[src/rtl/rf_pkg.sv]
// rf_pkg
// Shared defaults for the multiport register file and the address-width
// derivation used by the interface and the top.
//   RF_WIDTH : data bits per register
//   RF_DEPTH : general-purpose registers (F sits at index RF_DEPTH)
//   RF_NRD   : independent read ports
//   rf_aw()  : address width able to index 0..depth (F included)
package rf_pkg;

  localparam int RF_WIDTH = 8;
  localparam int RF_DEPTH = 4;
  localparam int RF_NRD   = 2;

  function automatic int rf_aw(input int depth);
    return $clog2(depth + 1);
  endfunction

endpackage

[src/rtl/rf_multiport_if.sv]
// rf_multiport_if
// Bus bundle between a register-file user (master) and rf_multiport (slave).
//   we/waddr/wdata     : general write port
//   f_we/f_mask/f_d    : masked flag update from the ALU path
//   re/raddr           : per-port read request, packed indices (AW bits/port)
//   rdata/rvalid       : packed registered read data and per-port valid
//   fo                 : current flag register contents
//   err                : sticky out-of-range access indication
interface rf_multiport_if
  import rf_pkg::*;
#(
  parameter int WIDTH = RF_WIDTH,
  parameter int DEPTH = RF_DEPTH,
  parameter int NRD   = RF_NRD
);

  localparam int AW = rf_aw(DEPTH);

  logic                 we;
  logic [AW-1:0]        waddr;
  logic [WIDTH-1:0]     wdata;
  logic                 f_we;
  logic [WIDTH-1:0]     f_mask;
  logic [WIDTH-1:0]     f_d;
  logic [NRD-1:0]       re;
  logic [NRD*AW-1:0]    raddr;
  logic [NRD*WIDTH-1:0] rdata;
  logic [NRD-1:0]       rvalid;
  logic [WIDTH-1:0]     fo;
  logic                 err;

  modport master (
    output we, waddr, wdata, f_we, f_mask, f_d, re, raddr,
    input  rdata, rvalid, fo, err
  );

  modport slave (
    input  we, waddr, wdata, f_we, f_mask, f_d, re, raddr,
    output rdata, rvalid, fo, err
  );

endinterface

[src/rtl/rf_entry.sv]
// rf_entry
// One WIDTH-bit storage element with asynchronous active-high reset.
//   clk  : rising-edge clock
//   rst  : asynchronous active-high reset, clears q
//   ld   : load enable
//   mask : per-bit select, 1 = take d, 0 = hold
//   d    : load data
//   q    : stored value
module rf_entry #(
  parameter int WIDTH = 8
) (
  input  logic             clk,
  input  logic             rst,
  input  logic             ld,
  input  logic [WIDTH-1:0] mask,
  input  logic [WIDTH-1:0] d,
  output logic [WIDTH-1:0] q
);

  always_ff @(posedge clk or posedge rst) begin
    if (rst) begin
      q <= '0;
    end else if (ld) begin
      q <= (q & ~mask) | (d & mask);
    end
  end

endmodule

[src/rtl/rf_multiport.sv]
// rf_multiport
// DEPTH general registers plus a flag register F at index DEPTH, one write
// port, a masked flag-update port and NRD independent registered read ports.
//   clk : rising-edge clock
//   rst : asynchronous active-high reset (clears storage, read outputs, err)
//   bus : rf_multiport_if slave modport carrying write, flag, read, fo, err
// Reads are write-first: each port samples the value the addressed entry
// will hold after this edge. Out-of-range indices read as zero and set err.
module rf_multiport
  import rf_pkg::*;
#(
  parameter int WIDTH = RF_WIDTH,
  parameter int DEPTH = RF_DEPTH,
  parameter int NRD   = RF_NRD
) (
  input  logic         clk,
  input  logic         rst,
  rf_multiport_if.slave bus
);

  localparam int AW    = rf_aw(DEPTH);
  // Read mux covers every encodable index; slots above DEPTH are zero so an
  // out-of-range read naturally returns zeros.
  localparam int NSLOT = 1 << AW;
  localparam logic [AW-1:0] LAST_IDX = AW'(DEPTH);

  logic [WIDTH-1:0] slot_next [NSLOT];
  logic [WIDTH-1:0] f_q;
  logic [NRD:0]     oob;
  logic             err_reg;

  // Storage entries and their post-edge (write-first) view.
  for (genvar gi = 0; gi < NSLOT; gi++) begin : g_slot
    if (gi <= DEPTH) begin : g_entry
      localparam logic [AW-1:0] IDX = AW'(gi);
      logic             wr_hit;
      logic             ld;
      logic [WIDTH-1:0] mask;
      logic [WIDTH-1:0] d;
      logic [WIDTH-1:0] q;

      assign wr_hit = bus.we && (bus.waddr == IDX);

      if (gi == DEPTH) begin : g_flag
        // Flag update owns its masked bits; a concurrent general write to F
        // fills only the remaining bits.
        logic [WIDTH-1:0] fmask;
        assign fmask = bus.f_we ? bus.f_mask : '0;
        assign ld    = wr_hit | bus.f_we;
        assign mask  = {WIDTH{wr_hit}} | fmask;
        assign d     = (bus.f_d & fmask) | (bus.wdata & ~fmask);
        assign f_q   = q;
      end else begin : g_gp
        assign ld   = wr_hit;
        assign mask = '1;
        assign d    = bus.wdata;
      end

      rf_entry #(.WIDTH(WIDTH)) u_entry (
        .clk  (clk),
        .rst  (rst),
        .ld   (ld),
        .mask (mask),
        .d    (d),
        .q    (q)
      );

      assign slot_next[gi] = ld ? ((q & ~mask) | (d & mask)) : q;
    end else begin : g_pad
      assign slot_next[gi] = '0;
    end
  end

  assign oob[NRD] = bus.we && (bus.waddr > LAST_IDX);

  // Read ports.
  for (genvar gi = 0; gi < NRD; gi++) begin : g_rd
    logic [AW-1:0]    ra;
    logic [WIDTH-1:0] rdata_reg;
    logic             rvalid_reg;

    assign ra      = bus.raddr[gi*AW +: AW];
    assign oob[gi] = bus.re[gi] && (ra > LAST_IDX);

    always_ff @(posedge clk or posedge rst) begin
      if (rst) begin
        rdata_reg  <= '0;
        rvalid_reg <= 1'b0;
      end else begin
        rvalid_reg <= bus.re[gi];
        if (bus.re[gi]) begin
          rdata_reg <= slot_next[ra];
        end
      end
    end

    assign bus.rdata[gi*WIDTH +: WIDTH] = rdata_reg;
    assign bus.rvalid[gi]               = rvalid_reg;
  end

  always_ff @(posedge clk or posedge rst) begin
    if (rst) begin
      err_reg <= 1'b0;
    end else if (|oob) begin
      err_reg <= 1'b1;
    end
  end

  assign bus.err = err_reg;
  assign bus.fo  = f_q;

endmodule

[src/flat_wrapper.sv]
// flat-port wrapper written by rule: the top's interface ports become plain ports
module rf_multiport_flat import rf_pkg::*;
#(
  parameter int WIDTH = RF_WIDTH,
  parameter int DEPTH = RF_DEPTH,
  parameter int NRD   = RF_NRD
)
  (clk, rst, bus_we, bus_waddr, bus_wdata, bus_f_we, bus_f_mask, bus_f_d, bus_re, bus_raddr, bus_rdata, bus_rvalid, bus_fo, bus_err);
  rf_multiport_if #(.WIDTH(WIDTH), .DEPTH(DEPTH), .NRD(NRD)) bus_i ();
  input  logic clk;
  input  logic rst;
  input wire logic [$bits(bus_i.we)-1:0] bus_we;
  input wire logic [$bits(bus_i.waddr)-1:0] bus_waddr;
  input wire logic [$bits(bus_i.wdata)-1:0] bus_wdata;
  input wire logic [$bits(bus_i.f_we)-1:0] bus_f_we;
  input wire logic [$bits(bus_i.f_mask)-1:0] bus_f_mask;
  input wire logic [$bits(bus_i.f_d)-1:0] bus_f_d;
  input wire logic [$bits(bus_i.re)-1:0] bus_re;
  input wire logic [$bits(bus_i.raddr)-1:0] bus_raddr;
  output wire logic [$bits(bus_i.rdata)-1:0] bus_rdata;
  output wire logic [$bits(bus_i.rvalid)-1:0] bus_rvalid;
  output wire logic [$bits(bus_i.fo)-1:0] bus_fo;
  output wire logic [$bits(bus_i.err)-1:0] bus_err;
  assign bus_i.we = bus_we;
  assign bus_i.waddr = bus_waddr;
  assign bus_i.wdata = bus_wdata;
  assign bus_i.f_we = bus_f_we;
  assign bus_i.f_mask = bus_f_mask;
  assign bus_i.f_d = bus_f_d;
  assign bus_i.re = bus_re;
  assign bus_i.raddr = bus_raddr;
  assign bus_rdata = bus_i.rdata;
  assign bus_rvalid = bus_i.rvalid;
  assign bus_fo = bus_i.fo;
  assign bus_err = bus_i.err;
  rf_multiport #(.WIDTH(WIDTH), .DEPTH(DEPTH), .NRD(NRD)) u_core (.clk(clk), .rst(rst), .bus(bus_i));
endmodule
[config.mk]
export PLATFORM = sky130hd
export DESIGN_NAME = rf_multiport_flat
export DESIGN_NICKNAME = d
export VERILOG_FILES = /design/src/rtl/rf_pkg.sv /design/src/rtl/rf_multiport_if.sv /design/src/rtl/rf_entry.sv /design/src/rtl/rf_multiport.sv /design/src/flat_wrapper.sv
export SDC_FILE = /design/constraint.sdc
export NUM_CORES = 1
export LEC_CHECK = 0
export ABC_AREA = 1
export CAP_MARGIN = 30
export CORE_UTILIZATION = 49
export CTS_BUF_LIST = sky130_fd_sc_hd__clkbuf_2
export CTS_CLUSTER_SIZE = 25
export DETAILED_ROUTE_END_ITERATION = 8
export GPL_TIMING_DRIVEN = 0
export PLACE_DENSITY_LB_ADDON = 0.15
export SYNTH_ARGS = -nofsm -noshare
export SYNTH_HDL_FRONTEND = slang
export SYNTH_SLANG_ARGS = --single-unit
[constraint.sdc]
create_clock -name clk -period 1.5 [get_ports clk]
set_input_delay 0.15 -clock clk [delete_from_list [all_inputs] [get_ports clk]]
set_output_delay 0.15 -clock clk [all_outputs]
set_load 0.01 [all_outputs]
==> impl_metrics.csv, run 1 <==
group,metric,value,unit
clocking,cts.sinks,59,
cells_and_area,layout-drive-gt1-share,10.9,%
sta,hold_viol,0,
detailed_routing,finalWirelength,10.6,mm
status,status,"complete, no violations",
clocking,clkLatencyLatePin,490,ps
yosys,yosys_warnings,0,
floorplanning,dieHeight,87.5,µm
detailed_routing,vias,3713,
worst_setup_path,r2r_cells,6,
place,dp_slack,-669,ps
sta,slew_viol_final,0,
floorplanning,pin_count,66,
worst_setup_path,r2r_slack,420,ps
sta,setup_slack,70.9,ps
grt,grt_pass1_vias,3445,
clocking,numCtsBuffers,9,
power_and_ir_drop,p_int,2.55,mW
cells_and_area,layout_commonest_cell,"nand2_1",
clocking,cts_tree,"yes",
yosys,syn_area,3580,µm²
cells_and_area,fillers,636,
power_and_ir_drop,p_sw,1.46,mW
grt,grt_pass1_wl,16.7,mm
cells_and_area,multi_input_comb_area,1800,µm²
worst_setup_path,reg2reg_from,"u_core.g_slot[4].g_entry.u_entry.q[0]",
worst_setup_path,setup.worst_path.start,"bus_we",
cells_and_area,synthToLayoutAreaGrowth,24.8,%
floorplanning,die_area,7660,µm²
cells_and_area,n_antenna_cell,0,
sta,fin_skew,13.7,ps
clocking,clk_pin_slew,170,ps
place,gp_congestion,0.871,
worst_setup_path,critical_path_arrival,1870,ps
yosys,ys_types,22,
yosys,synth_fp_nets,545,
sta,fin_crit,1430,ps
yosys,synth.largest_area_cell,"dfrtp_1",
yosys,syn_area_per_cell,7.08,µm²
power_and_ir_drop,pwr-share-comb,32.6,%
power_and_ir_drop,switching_share,36.4,%
yosys,synth.top_cell.area_share,41.2,%
worst_setup_path,worstPathMaxFanout,10,
grt,grt_max_degree,32,
power_and_ir_drop,p_clk_share,19.4,%
grt,use_met2,45.3,%
worst_hold_path,holdCritPathClass,"primary input to async pin",
run,drv_cap,0,
sta,period_share,95.3,%
sta,rsz0062_at_grt,"no",
grt,globalRouteMet3Util,4.62,%
grt,antenna_found_initial,0,
detailed_routing,via_per_inst,5.44,
grt,met1_usage,39.8,%
detailed_routing,first_iter_violations,359,
power_and_ir_drop,ir_drop,0.385,mV
floorplanning,rows,30,
cells_and_area,largest_register_ffs,40,
grt,grt_overflow,0,
power_and_ir_drop,pwr-share-seq,48.0,%
cells_and_area,nets,623,
floorplanning,die_w,87.5,µm
cells_and_area,final_cells,683,
floorplanning,start_util,51.6,%
worst_setup_path,path_class,"primary input to register",
grt,grtUsageTotal,29.2,%
clocking,ctsHtreeMaxLevel,3,
power_and_ir_drop,p_per_area,897,nW/µm²
clocking,hold_buffers,0,
clocking,clk_path_buf_depth,2,
cells_and_area,regArea,1480,µm²
detailed_routing,drc,0,
place,dp_hpwl,7.71,mm
yosys,ys_seq_area_share,41.2,%
worst_setup_path,start_kind,"primary input",
sta,tightest_slew,651,ps
grt,global_route.peak_usage_layer,"met2",
worst_setup_path,crit_required,1940,ps
yosys,syn_inst,506,
detailed_routing,dr.pass1.iters,5,
power_and_ir_drop,p_leak,2.34,nW
place,placedCellCount,663,
yosys,ys_seq_elements,59,
sta,slew_headroom,56.5,%
cells_and_area,stdcell_area,4470,µm²
worst_setup_path,critPathCaptureType,"register",
place,port_buffers,60,
clocking,cts_root_buf,"clkbuf_2",
sta,finalSetupViolCount,0,
detailed_routing,antenna_left,0,
place,dpl_cell_area,4330,µm²
sta,max_freq,700,MHz
floorplanning,coreArea,6940,µm²
yosys,synth.area.top_cells,"dfrtp_1 (41%), nand3_1 (18%), nand2_1 (15%)",
detailed_routing,wire_per_inst,15.5,µm
cells_and_area,layout_common_cells,"nand2_1 (146), nand3_1 (128), inv_1 (60), dfrtp_1 (59), clkdlybuf4s50_1 (31)",
-- worst max-delay path, stage by stage --
cell	delay (ps)
clkdlybuf4s50_1	530
inv_2	60
nor2_4	120
buf_12	140
buf_4	170
nand3_1	120
nand3_1	120
nand3_1	130
nand2_1	110
nand2_1	80
a21oi_2	120
-- what timing repair did --
item                                   4_1_cts  5_1_grt
endpoints found under the hold margin        0        0
setup endpoints to repair                   43       16
resized for setup                           37        6
pin swaps                                    1        0
setup buffers                                6        0
-- power by group through the flow --
| stage | registers, mW | clock network [mW] | logic, mW |
|---|---|---|---|
| 2_1_floorplan | 1.99 | 0 | 0.763 |
| 3_3_place_gp | 1.96 | 0 | 1.27 |
| 3_5_place_dp | 1.96 | 0 | 1.30 |
| 4_1_cts | 1.93 | 0.773 | 1.29 |
| 5_1_grt | 1.95 | 0.830 | 1.44 |
| 6_report | 1.93 | 0.778 | 1.31 |
-- cell usage after synthesis (all sizes together) --
cell type / n
a21oi: 16
a31oi: 1
and2: 24
buf: 11
clkbuf: 5
clkinv: 5
dfrtp: 59
inv: 62
nand2: 150
nand3: 130
nand3b: 8
nor2: 26
o211ai: 1
o21ai: 8
-- cell families after synthesis --
family | count (synthesis) | synth area share (%)
AND/OR/NAND/NOR | 338 | 43.9
buffers and inverters | 83 | 9.60
flip-flops | 59 | 41.2
AO/OA/AOI/OAI | 26 | 5.31
-- routing by layer --
| metal | share of wire (%) | routed length [µm] | vias up |
|---|---|---|---|
| met1 | 43 | 4610 | 1740 |
| met4 | 3.7 | 398 | 0 |
| met2 | 45 | 4800 | 164 |
| met3 | 7.7 | 812 | 33 |
| li1 | - | - | 1776 |
| met5 | 0 | 0 | - |
-- metrics by stage --
step	utilization, %	power, mW	TNS [ps]	hold WS [ps]
final	64.4	4.01	0	67.4
after global routing	64.4	4.22	0	109
after CTS	64.2	3.98	0	85.4
after detailed placement	62.3	3.27	-19720	478
after global placement	62.1	3.23	-24560	471
after floorplan	-	2.75	0	181
-- cell type report --
type,instances,area share (%)
Sequential cell,59,33.0
Multi-Input combinational cell,364,40.3
Inverter,67,5.73
Clock buffer,9,1.01
Timing Repair Buffer,67,14.5
Buffer,16,2.27
Tap cell,96,2.69
Clock inverter,5,0.503
-- worst paths after layout --
check / to
max: u_core.g_rd[0].rdata_reg[7]
min: u_core.g_slot[2].g_entry.u_entry.q[7]
max reg2reg: u_core.g_rd[1].rdata_reg[0]
min reg2reg: u_core.g_slot[3].g_entry.u_entry.q[3]
max in group asynchronous: u_core.g_slot[0].g_entry.u_entry.q[7]
min in group clk: u_core.g_rd[1].rvalid_reg
Power figures use the tool's default switching activity.
==> run 2, diff against run 1 <==
--- a/config.mk
+++ b/config.mk
@@ -7,7 +7,7 @@
 export LEC_CHECK = 0
 export ABC_AREA = 1
 export CAP_MARGIN = 30
-export CORE_UTILIZATION = 49
+export CORE_UTILIZATION = 50
 export CTS_BUF_LIST = sky130_fd_sc_hd__clkbuf_2
 export CTS_CLUSTER_SIZE = 25
 export DETAILED_ROUTE_END_ITERATION = 8
@@ -15,4 +15,5 @@
 export PLACE_DENSITY_LB_ADDON = 0.15
 export SYNTH_ARGS = -nofsm -noshare
 export SYNTH_HDL_FRONTEND = slang
+export SYNTH_HIERARCHICAL = 1
 export SYNTH_SLANG_ARGS = --single-unit
==> run 2 against run 1 <==
  * Fmax shrank 1.3%
  * Hold slack gained 0.59 ps
  * Sequential share of layout area shrank 6.5 points
  * Synthesized cell count grew 31%
  * Design area grew 25%
  * Area after synthesis grew 22%
  * Non-clock buffer count grew 16
  * Sequential cell count is the same
==> impl_metrics.csv, run 2 <==
group,metric,value,unit
status,status,"complete, no violations",
grt,grt_overflow,0,
worst_setup_path,start_kind,"register",
sta,hold_slack,68.0,ps
detailed_routing,dr.pass1.iters,6,
power_and_ir_drop,p_per_area,858,nW/µm²
clocking,clk_path_buf_depth,2,
worst_setup_path,r2r_cells,6,
sta,slew_viol_final,0,
floorplanning,start_util,52.5,%
clocking,numCtsBuffers,9,
grt,grt_max_degree,20,
cells_and_area,stdcell_area,5570,µm²
clocking,cts_root_buf,"clkbuf_2",
worst_setup_path,worstPathMaxFanout,1,
power_and_ir_drop,report.power.total,4.78,mW
yosys,yosysMostFrequentCell,"nand2_1",
grt,antenna_found_initial,0,
yosys,yosys_warnings,6,
worst_setup_path,critical_path_arrival,1300,ps
yosys,ys_types,23,
grt,grt_pass1_wl,21.2,mm
place,dp_slack,-559,ps
yosys,synth.area.top_cells,"dfrtp_1 (34%), nand2_1 (21%), nand3_1 (18%)",
yosys,synth.top_cell.area_share,33.7,%
yosys,ys_seq_area_share,33.7,%
cells_and_area,layout_commonest_cell,"nand2_1",
place,gp_congestion,0.939,
run,drv_cap,0,
detailed_routing,antenna_left,0,
worst_setup_path,crit_required,1350,ps
sta,setup_slack,52.0,ps
clocking,ctsHtreeMaxLevel,3,
detailed_routing,first_iter_violations,378,
yosys,syn_area,4380,µm²
worst_hold_path,hold_path_depth,5,
worst_setup_path,crit_family,"flip-flops",
floorplanning,die_area,9140,µm²
sta,rsz0062_at_grt,"no",
clocking,cts.sinks,59,
sta,max_freq,691,MHz
power_and_ir_drop,ir_drop,0.514,mV
worst_setup_path,critPathCaptureType,"output pin",
floorplanning,rows,33,
clocking,clkLatencyLatePin,510,ps
sta,period_share,96.5,%
clocking,clk_pin_slew,200,ps
worst_setup_path,crit_chain,"buf_4 -> dlygate4sd2_1",
cells_and_area,n_antenna_cell,0,
grt,grtUsageTotal,31.2,%
yosys,synthTopCellsByCount,"nand2_1 (241), nand3_1 (154), inv_1 (87)",
yosys,yosys_most_used_dff,"dfrtp_1",
sta,fin_skew,25.5,ps
cells_and_area,layout-drive-gt1-share,11.3,%
clocking,cts_tree,"yes",
worst_setup_path,path_class,"register to output pin",
detailed_routing,vias,4736,
worst_setup_path,slowest_stage,"dfrtp_1",
place,dp_hpwl,9.93,mm
detailed_routing,via_per_inst,5.14,
floorplanning,pin_count,66,
detailed_routing,wire_per_inst,14.6,µm
cells_and_area,fillers,777,
sta,setup_tns,0,ps
worst_setup_path,cp.depth,2,
yosys,syn_area_per_cell,6.60,µm²
floorplanning,dieHeight,95.6,µm
yosys,async_flop_share,100,%
worst_setup_path,path_buf_inv,2,
detailed_routing,drc,0,
sta,fin_crit,1450,ps
detailed_routing,finalWirelength,13.4,mm
worst_hold_path,holdCritPathClass,"primary input to register",
floorplanning,coreArea,8340,µm²
worst_setup_path,crit_path_max_incr_delay,410,ps
grt,grt_pass1_vias,4542,
power_and_ir_drop,p_leak,3.09,nW
sta,tightest_slew,709,ps
yosys,synth_edf_count,0,
sta,slew_headroom,52.6,%
yosys,synth.largest_area_cell,"dfrtp_1",
cells_and_area,layout_common_cells,"nand2_1 (241), nand3_1 (154), inv_1 (87), conb_1 (64), dfrtp_1 (59)",
place,dpl_cell_area,5350,µm²
yosys,ys_seq_elements,59,
place,port_buffers,60,
cells_and_area,nets,850,
yosys,syn_inst,664,
sta,finalSetupViolCount,0,
floorplanning,die_w,95.6,µm
sta,hold_viol,0,
cells_and_area,synthToLayoutAreaGrowth,27.2,%
run 2: cell count changes after synthesis, sizes merged:
cell    previous run  this run
clkbuf             5         4
o21a               0         8
o21ai              8         0
nand2            150       255
conb               0         1
inv               62        88
nand3            130       170
buf               11        22
and2              24         0
run 2: power breakdown:
part | switching, mW | internal (mW)
clock | 0.664 | 0.545
combinational | 0.939 | 0.626
sequential | 0.157 | 1.85
total | 1.76 | 3.02
run 2: kinds of logic after synthesis:
kind of cell           synth area share [%]
and+or+nand+nor                        48.9
AOI/OAI and AO/OA                      3.51
other                                0.0856
DFF                                    33.7
buffers and inverters                  13.8
run 2: area by class of cell:
cell class	count	area, µm²	share of cell area, %
multi-input cells	549	2550	45.7
flip-flops and latches	59	1480	26.5
repair buffers	73	671	12.0
inverters	93	353	6.33
plain buffers	26	256	4.60
well taps	105	131	2.36
clock inverters	7	92.6	1.66
clock buffers	9	45.0	0.808
run 2: routing by layer:
layer	GRT usage, %	wire length [µm]	vias to the layer above
met5	0	0	-
met4	12.1	371	0
met3	7.50	1090	33
met1	38.0	5360	2193
met2	53.0	6580	181
li1	-	-	2329
run 2: worst register-to-register path: cells and delay by family, from the launching register on:
| family | cells | cell delay, ps |
|---|---|---|
| flip-flops | 1 | 420 |
| AND/OR/NAND/NOR | 3 | 360 |
| buffers and inverters | 2 | 220 |
| AO/OA/AOI/OAI | 1 | 70 |
run 2: timing repair:
item / 4_1_cts / 5_1_grt
pin swaps: 0 / 2
hold buffers: 0 / 0
endpoints found under the setup margin: 30 / 24
setup buffers: 12 / 1
resized for setup: 28 / 6
run 2: path summary, 6_finish.rpt:
| path | startpoint | to | slack, ps |
|---|---|---|---|
| worst max-delay path | u_core/g_rd[0].rvalid_reg | bus_rvalid[0] | 50 |
| worst min-delay path | bus_raddr[4] | u_core/g_rd[1].rdata_reg[5] | 70 |
| worst min register to register | register | register | 500 |
| min in group asynchronous | rst | async pin | 150 |
| max in group asynchronous | rst | u_core/g_rd[0].rdata_reg[5] | 710 |
| worst max register to register | register | u_core/g_rd[0].rdata_reg[7] | 350 |
run 2: per-stage QoR:
stage / std cells / util, %
2_1_floorplan: 727 / -
3_5_place_dp: 892 / 64.1
4_1_cts: 920 / 66.5
5_1_grt: 921 / 66.8
3_3_place_gp: 892 / 64.1
6_report: 921 / 66.8
